<file path="src/rtl/gpio_button_pkg.sv">
// Shared constants and helpers for the gpio_button iomem peripheral.
package gpio_button_pkg;

  localparam int DATA_W = 32;

  localparam logic [1:0] OFF_STATE = 2'd0;
  localparam logic [1:0] OFF_EDGE  = 2'd1;
  localparam logic [1:0] OFF_IRQEN = 2'd2;

  // Expand byte strobes into a per-bit write mask.
  function automatic logic [DATA_W-1:0] lane_mask(input logic [3:0] wstrb);
    return {{8{wstrb[3]}}, {8{wstrb[2]}}, {8{wstrb[1]}}, {8{wstrb[0]}}};
  endfunction

endpackage

</file>
<file path="src/rtl/gpio_debounce.sv">
// Per-pin two-flop synchroniser followed by a consecutive-stable-cycle debouncer.
module gpio_debounce #(
  parameter int DEBOUNCE_CYCLES = 16
) (
  input  logic clk,
  input  logic reset,
  input  logic din,
  output logic dout
);

  localparam int CW = $clog2(DEBOUNCE_CYCLES);
  localparam logic [CW-1:0] TERM = CW'(DEBOUNCE_CYCLES - 1);

  logic          r_sync1;
  logic          r_sync2;
  logic          r_stable;
  logic [CW-1:0] r_cnt;

  always_ff @(posedge clk or posedge reset) begin
    if (reset) begin
      r_sync1  <= 1'b0;
      r_sync2  <= 1'b0;
      r_stable <= 1'b0;
      r_cnt    <= '0;
    end else begin
      r_sync1 <= din;
      r_sync2 <= r_sync1;
      if (r_sync2 == r_stable) begin
        r_cnt <= '0;
      end else if (r_cnt == TERM) begin
        r_stable <= r_sync2;
        r_cnt    <= '0;
      end else begin
        r_cnt <= r_cnt + CW'(1);
      end
    end
  end

  assign dout = r_stable;

endmodule

</file>
<file path="src/rtl/gpio_button.sv">
// Debounced button/switch input block on the PicoSoC iomem bus with sticky rising-edge status.
// Optional interrupt enable register and irq output when GPIO_BUTTON_IRQ_EN is defined.
module gpio_button
  import gpio_button_pkg::*;
#(
  parameter int          N_INPUTS        = 4,
  parameter int          DEBOUNCE_CYCLES = 16,
  parameter logic [31:0] BASE_ADDR       = 32'h0300_0000
) (
  input  logic                clk,
  input  logic                reset,
  input  logic                iomem_valid,
  output logic                iomem_ready,
  input  logic [3:0]          iomem_wstrb,
  input  logic [31:0]         iomem_addr,
  input  logic [31:0]         iomem_wdata,
  output logic [31:0]         iomem_rdata,
  input  logic [N_INPUTS-1:0] buttons
`ifdef GPIO_BUTTON_IRQ_EN
  ,
  output logic                irq
`endif
);

  logic [N_INPUTS-1:0] w_state;
  logic [N_INPUTS-1:0] w_clr;
  logic [DATA_W-1:0]   w_wmask32;
  logic [DATA_W-1:0]   w_rsel;
  logic [1:0]          w_off;
  logic                w_hit;
  logic                w_wr;
  logic                w_unused;

  logic                r_ready;
  logic [DATA_W-1:0]   r_rdata;
  logic [N_INPUTS-1:0] r_state_d;
  logic [N_INPUTS-1:0] r_edge;
`ifdef GPIO_BUTTON_IRQ_EN
  logic [N_INPUTS-1:0] r_irqen;
  logic                r_irq;
`endif

  for (genvar gi = 0; gi < N_INPUTS; gi++) begin : g_db
    gpio_debounce #(
      .DEBOUNCE_CYCLES(DEBOUNCE_CYCLES)
    ) u_db (
      .clk  (clk),
      .reset(reset),
      .din  (buttons[gi]),
      .dout (w_state[gi])
    );
  end

  // A request is only accepted while no response is outstanding.
  assign w_hit     = iomem_valid && (iomem_addr[31:4] == BASE_ADDR[31:4]) && !r_ready;
  assign w_wr      = w_hit && (|iomem_wstrb);
  assign w_off     = iomem_addr[3:2];
  assign w_wmask32 = iomem_wdata & lane_mask(iomem_wstrb);
  assign w_clr     = (w_wr && w_off == OFF_EDGE) ? w_wmask32[N_INPUTS-1:0] : '0;
  assign w_unused  = &{1'b0, iomem_addr[1:0], w_wmask32};

  always_comb begin
    w_rsel = '0;
    case (w_off)
      OFF_STATE: w_rsel[N_INPUTS-1:0] = w_state;
      OFF_EDGE:  w_rsel[N_INPUTS-1:0] = r_edge;
`ifdef GPIO_BUTTON_IRQ_EN
      OFF_IRQEN: w_rsel[N_INPUTS-1:0] = r_irqen;
`endif
      default:   w_rsel = '0;
    endcase
  end

  always_ff @(posedge clk or posedge reset) begin
    if (reset) begin
      r_ready   <= 1'b0;
      r_rdata   <= '0;
      r_state_d <= '0;
      r_edge    <= '0;
`ifdef GPIO_BUTTON_IRQ_EN
      r_irqen   <= '0;
      r_irq     <= 1'b0;
`endif
    end else begin
      r_ready   <= w_hit;
      r_rdata   <= w_hit ? w_rsel : '0;
      r_state_d <= w_state;
      // A fresh rising edge overrides a simultaneous clear of the same bit.
      r_edge    <= (r_edge & ~w_clr) | (w_state & ~r_state_d);
`ifdef GPIO_BUTTON_IRQ_EN
      if (w_wr && w_off == OFF_IRQEN) begin
        r_irqen <= (r_irqen & ~lane_mask(iomem_wstrb)) | w_wmask32[N_INPUTS-1:0];
      end
      r_irq <= |(r_edge & r_irqen);
`endif
    end
  end

  assign iomem_ready = r_ready;
  assign iomem_rdata = r_rdata;
`ifdef GPIO_BUTTON_IRQ_EN
  assign irq = r_irq;
`endif

endmodule

</file>
<file path="config.mk">
export PLATFORM = sky130hd
export DESIGN_NAME = gpio_button
export DESIGN_NICKNAME = d
export VERILOG_FILES = /design/src/rtl/gpio_button_pkg.sv /design/src/rtl/gpio_debounce.sv /design/src/rtl/gpio_button.sv
export SDC_FILE = /design/constraint.sdc
export NUM_CORES = 1
export LEC_CHECK = 0
export ABC_AREA = 1
export BUFFER_PORTS_ARGS = -buffer_cell sky130_fd_sc_hd__clkbuf_2
export CAP_MARGIN = 10
export CORE_ASPECT_RATIO = 0.75
export CORE_MARGIN = 4
export CORE_UTILIZATION = 39
export DETAILED_ROUTE_END_ITERATION = 10
export HOLD_SLACK_MARGIN = 0.08
export PLACE_DENSITY = 0.72
export SYNTH_ARGS = -nofsm -noshare
export SYNTH_HDL_FRONTEND = slang
export SYNTH_SLANG_ARGS = --single-unit
</file>
<file path="constraint.sdc">
create_clock -name clk -period 1.5 [get_ports clk]
set_clock_uncertainty 0.05 [all_clocks]
set_input_delay 0.15 -clock clk [delete_from_list [all_inputs] [get_ports clk]]
set_output_delay 0.15 -clock clk [all_outputs]
set_load 0.02 [all_outputs]
</file>
==> results.py, run 1 <==
metrics = {
    "outcome": {
        "outcome": "finished, final reports clean",
    },
    "yosys": {
        "yosysTopAreaCellShare": 0.528,
        "synth_area_mm2": 0.00194,
        "yosys-top-cells-area": "dfrtp_1, buf_4, nor2_1",
        "synth_seq_cells": 41,
        "synth_cells": 212,
        "ys.warnings.count": 0,
        "yosys-top-cells-count": "dfrtp_1, nor2_1, nand2_1",
        "synth_edf_count": 0,
        "yosysMostFrequentCell": "dfrtp_1",
        "yosysUniqueCellTypes": 18,
        "synth.largest_area_cell": "dfrtp_1",
        "synthFlopType": "dfrtp_1",
        "synth.avg_cell_area_um2": 9.16,
        "ys_seq_area_frac": 0.528,
        "async_reset_ff_frac": 1.00,
    },
    "critical_path": {
        "end_kind": "flop",
        "reg2reg_slack_ns": 0.23,
        "rr_worst_depth": 7,
        "critPathKind": "flop to flop",
        "critPathArrivalTime_ns": 1.45,
        "start_kind": "flop",
        "cp.required_ns": 1.68,
        "worstPathMaxFanout": 3,
    },
    "drt": {
        "wl_per_cell_um": 9.41,
        "drt-total-wl_mm": 3.11,
        "first_pass_iters": 4,
        "viasPerCell": 4.11,
        "drt_iter0_drc": 61,
        "ant_nets": 0,
        "drcViolationCount": 0,
        "vias": 1359,
    },
    "clocking": {
        "clk_latency_ns": 0.29,
        "htree_num_levels": 2,
        "cts_sinks": 41,
        "cts_tree": "built",
        "clockBufferDepth": 2,
        "clk_pin_slew_ns": 0.08,
        "cts-root-buf": "clkbuf_8",
        "cts_resized": 0,
        "cts_buffers": 5,
    },
    "timing": {
        "grt_setup_unrepaired": "no",
        "setup_viol": 0,
        "slew_violations": 0,
        "post-route-min-period_ns": 1.27,
        "finalHoldViolCount": 0,
        "fin_ws_ns": 0.235,
        "fin_setup_tns_ns": 0,
        "fmax_ghz": 0.790,
        "finalCritPeriodShare": 0.844,
    },
    "die": {
        "dieArea_mm2": 0.00618,
        "initial_utilization": 0.420,
        "fp.dieW_um": 89.5,
        "rows": 21,
        "die_h_um": 69.1,
        "io_pins": 108,
        "core-area_mm2": 0.00462,
    },
    "power_and_ir_drop": {
        "swShare": 0.248,
        "pwr-share-seq": 0.532,
        "power_leakage_uw": 0.00124,
        "fin_total_pwr_uw": 2190,
        "p_clk_frac": 0.359,
        "p_sw_uw": 543,
        "p_int_uw": 1650,
        "peakVddDrop_uv": 422,
        "power_frac_comb": 0.109,
        "power.density_mw_per_mm2": 949,
    },
    "global_routing": {
        "grt_pass1_wl_mm": 5.08,
        "grt.overflow.total": 0,
        "grt_antenna_before_repair": 0,
        "grt_util_all_layers": 0.106,
        "grt_pass1_vias": 1222,
        "grt_max_degree": 42,
    },
    "flow_run": {
        "cap_violations": 0,
    },
    "placement": {
        "place_ws_ns": 0.244,
        "portBuffers": 49,
        "globalplace.congestion": 0.736,
        "post-place-cells": 318,
        "dp_hpwl_mm": 2.47,
    },
    "layout": {
        "fillers": 439,
        "area_delta_synth_final_pct": 18.9,
        "fin_nets": 352,
        "fin_util": 0.499,
        "drive_gt1_frac": 0.263,
        "stdcell_count": 331,
        "n_antenna_cell": 0,
    },
    "hold_path": {
        "hp-class": "input port to flop",
        "holdPathStages": 3,
    },
}
final cells by class:
cell class / count / area (um^2) / area share
clock inverter: 1 / 5.00 / 0.00217
tap: 57 / 71.3 / 0.0309
multi-input combinational: 147 / 721 / 0.312
sequential: 41 / 1030 / 0.444
timing repair buffer: 55 / 303 / 0.131
clock buffer: 7 / 96.3 / 0.0417
inverter: 23 / 86.3 / 0.0374
cells in the final DEF, fill, tap and decap left out, drive strengths merged:
cell type | Yosys | final
a21oi | 10 | 10
ha | 4 | 4
conb | 1 | 28
xnor2 | 7 | 7
nor3 | 1 | 1
nand2 | 29 | 29
buf | 28 | 1
o21a | 1 | 1
dfrtp | 41 | 41
xor2 | 3 | 3
dlygate4sd3 | 0 | 5
nor2 | 39 | 39
nand3 | 15 | 15
clkinv | 0 | 1
clkbuf | 0 | 56
inv | 23 | 23
or2 | 10 | 10
through the flow:
step / hold WS, ns / instance area, um^2
after floorplan: 0.131 / 2040
after global placement: 0.208 / 2160
after detailed placement: 0.211 / 2160
after CTS: 0.113 / 2310
after global routing: 0.124 / 2310
final: 0.128 / 2310
power by group through the flow:
stage | clock [uW] | combinational [uW] | sequential, uW
global placement | 0 | 228 | 1190
CTS | 820 | 240 | 1170
global route | 873 | 280 | 1170
floorplan | 0 | 211 | 1180
detailed placement | 0 | 230 | 1190
finish | 787 | 238 | 1170
logic make-up (layout without fill, tap and decap cells):
kind of cell / after synthesis / count (layout) / share of synthesized area
adder cells (fa/ha/maj): 4 / 4 / 0.0258
AO/OA/AOI/OAI: 11 / 11 / 0.0374
other: 1 / 28 / 0.00193
AND/OR/NAND/NOR: 94 / 94 / 0.209
flip-flops: 41 / 41 / 0.528
XOR/XNOR: 10 / 10 / 0.0451
buffers and inverters: 51 / 86 / 0.153
metal layers:
metal | vias up | track usage | share of wire
met2 | 52 | 0.166 | 0.42
met4 | 0 | 0.0298 | 0.0090
met1 | 591 | 0.131 | 0.45
li1 | 714 | - | -
met5 | - | 0 | 0
met3 | 2 | 0.0500 | 0.12
path summary, 6_finish.rpt:
kind	endpoint	startpoint
max	g_db[2].u_db.r_cnt[3]	g_db[2].u_db.r_cnt[0]
min	iomem_rdata[2]	iomem_addr[2]
max in group asynchronous	g_db[2].u_db.r_cnt[3]	reset
min in group asynchronous	g_db[0].u_db.r_sync1	reset
min reg2reg	g_db[3].u_db.r_sync2	g_db[3].u_db.r_sync1
max reg2reg	g_db[2].u_db.r_cnt[3]	g_db[2].u_db.r_cnt[0]
sequential cells by signal (all words and copies together) (netlist names):
| register | cells |
|---|---|
| r_edge | 4 |
| g_db.u_db.dout | 4 |
| g_db.u_db.r_sync1 | 4 |
| g_db.u_db.r_cnt | 16 |
| r_state_d | 4 |
| g_db.u_db.r_sync2 | 4 |
| iomem_ready | 1 |
| iomem_rdata | 4 |
critical path, cell delays in order (launching register included):
cell and delay (ns):
dfrtp_1 0.41, ha_1 0.22, nand2_1 0.06, inv_1 0.05, nand2_1 0.09, nand2_1 0.08, a21oi_1 0.12, o21a_1 0.13
what timing repair did:
action                     in CTS  in global routing
setup endpoints to repair       0                  0
hold buffers                    5                  0
hold endpoints to repair       45                  0
setup buffers                   0                  0
No activity file was read; power rests on OpenSTA's default activity.
==> inputs of run 2 (changes only) <==
==> constraint.sdc (replaced) <==
create_clock -name clk -period 1.2 [get_ports clk]
set_clock_uncertainty 0.05 [all_clocks]
set_input_delay 0.12 -clock clk [delete_from_list [all_inputs] [get_ports clk]]
set_output_delay 0.12 -clock clk [all_outputs]
set_load 0.02 [all_outputs]
==> results.py, run 2 (synthesis gave the netlist of run 1 again) <==
metrics = {
    "die": {
        "initial_utilization": 0.420,
        "rows": 21,
        "fp.dieW_um": 89.5,
        "io_pins": 108,
        "die_h_um": 69.1,
        "dieArea_mm2": 0.00618,
        "core-area_mm2": 0.00462,
    },
    "clocking": {
        "clk_pin_slew_ns": 0.08,
        "clk_latency_ns": 0.29,
        "cts_buffers": 5,
        "cts-root-buf": "clkbuf_8",
        "cts_tree": "built",
        "htree_num_levels": 2,
        "cts_sinks": 41,
        "clockBufferDepth": 2,
    },
    "critical_path": {
        "critPathArrivalTime_ns": 1.47,
        "crit_buf_inv": 2,
        "critPathKind": "flop to flop",
        "rr_worst_depth": 8,
        "reg2reg_slack_ns": -0.09,
        "worstPathMaxFanout": 6,
        "start_kind": "flop",
        "path_cells": "nor2_1 -> nand2_1 -> nor2_1 -> nand2_1 -> nor2_4 -> buf_4 -> inv_2 -> a21oi_2",
        "critPathMaxStageDelay_ns": 0.40,
        "end_kind": "flop",
        "reg2reg_from": "iomem_ready",
        "worst_r2r_endpoint": "iomem_rdata[2]",
        "cp.required_ns": 1.38,
        "crit_slowest_cell": "dfrtp_2",
        "critPathTopFamily": "simple AND/OR/NAND/NOR gates",
    },
    "placement": {
        "globalplace.congestion": 0.764,
        "dp_hpwl_mm": 2.60,
        "portBuffers": 49,
    },
    "global_routing": {
        "grt_pass1_vias": 1306,
        "grt_antenna_before_repair": 0,
        "grt.overflow.total": 0,
        "grt_util_all_layers": 0.113,
        "grt_max_degree": 42,
        "grt_pass1_wl_mm": 5.45,
    },
    "drt": {
        "drt-total-wl_mm": 3.46,
        "wl_per_cell_um": 10.2,
        "first_pass_iters": 4,
        "ant_nets": 0,
        "vias": 1408,
        "viasPerCell": 4.14,
        "drt_iter0_drc": 31,
        "drcViolationCount": 0,
    },
    "layout": {
        "n_antenna_cell": 0,
        "drive_gt1_frac": 0.322,
        "fin_nets": 361,
        "regMostFlops": "g_db.u_db.r_cnt",
        "fillers": 426,
        "largest_reg_flops": 16,
        "area_delta_synth_final_pct": 23.5,
        "fin_util": 0.518,
        "register_area_mm2": 0.00103,
        "most-common-layout-cells": "clkbuf_2, dfrtp_1, nor2_1",
        "layout_commonest_cell": "clkbuf_2",
        "multiInputGateArea_um2": 747,
    },
    "timing": {
        "slew_violations": 0,
        "grt_setup_unrepaired": "yes",
        "fin_ws_ns": -0.0934,
        "finalCritPeriodShare": 1.08,
        "setup_viol": 8,
        "fin_setup_tns_ns": -0.575,
        "whs_ns": 0.127,
        "finalHoldViolCount": 0,
        "post-route-min-period_ns": 1.29,
        "fmax_ghz": 0.773,
    },
    "hold_path": {
        "hold_start": "iomem_wdata[2]",
        "holdPathStages": 6,
        "hold_end": "r_edge[2]",
        "hp-class": "input port to flop",
    },
    "power_and_ir_drop": {
        "power_leakage_uw": 0.00128,
        "power.density_mw_per_mm2": 1100,
        "peakVddDrop_uv": 602,
        "fin_total_pwr_uw": 2650,
    },
    "outcome": {
        "violations": "negative setup slack",
        "outcome": "complete, but fails checks",
    },
    "flow_run": {
        "cap_violations": 0,
    },
}
==> run 2: cell types whose count changed in the layout (fill, tap and decap cells not counted), moves of 2 or more <==
cell / delta
buf_4: +8
nand2_1: -5
clkbuf_8: -2
nand2_2: +5
==> run 2: worst reg2reg max path: cells and delay by family (launching register included) <==
family          cells  cell delay [ns]
buf+inv             2             0.20
flops               1             0.40
simple gates        5             0.48
compound gates      1             0.11
==> run 2: cell type report <==
cell class	count	area share
flip-flops and latches	41	0.428
clock inverters	2	0.00418
clock buffers	6	0.0303
repair buffers	64	0.160
multi-input cells	147	0.312
inverters	23	0.0360
well taps	57	0.0297
==> run 2: worst max-delay path by stage <==
stage / depth (start not counted) / from / to
after detailed placement: 8 / iomem_ready / r_edge[1]
after floorplan: 1 / reset / iomem_ready
final: 8 / iomem_ready / iomem_rdata[2]
after global placement: 8 / iomem_ready / r_edge[1]
after global routing: 8 / iomem_ready / iomem_rdata[3]
after CTS: 8 / iomem_ready / r_edge[1]
==> run 2: power breakdown <==
| group | internal [uW] | total, uW | switching, uW |
|---|---|---|---|
| registers | 1430 | 1460 | 31.2 |
| logic | 137 | 335 | 197 |
| clock network | 403 | 852 | 449 |
==> run 2: repair_timing <==
action | in CTS | in global routing
endpoints found under the hold margin | 45 | 0
setup buffers | 1 | 4
hold buffers | 5 | 0
pin swaps | 2 | 8
resized for setup | 3 | 7
endpoints found under the setup margin | 5 | 11
==> run 2: routing by layer <==
metal	share of wire	wire (um)	track usage
met1	0.42	1460	0.138
met2	0.46	1580	0.177
met3	0.11	370	0.0500
met4	0.014	48	0.0347
met5	0	0	0
==> run 2: stage by stage <==
stage | instance area (um^2) | setup slack [ns] | cells
after floorplan | 2040 | -0.00480 | 239
after global placement | 2200 | -0.0499 | 322
after detailed placement | 2200 | -0.0523 | 322
after CTS | 2350 | -0.0662 | 336
after global routing | 2400 | -0.192 | 340
final | 2400 | -0.0934 | 340
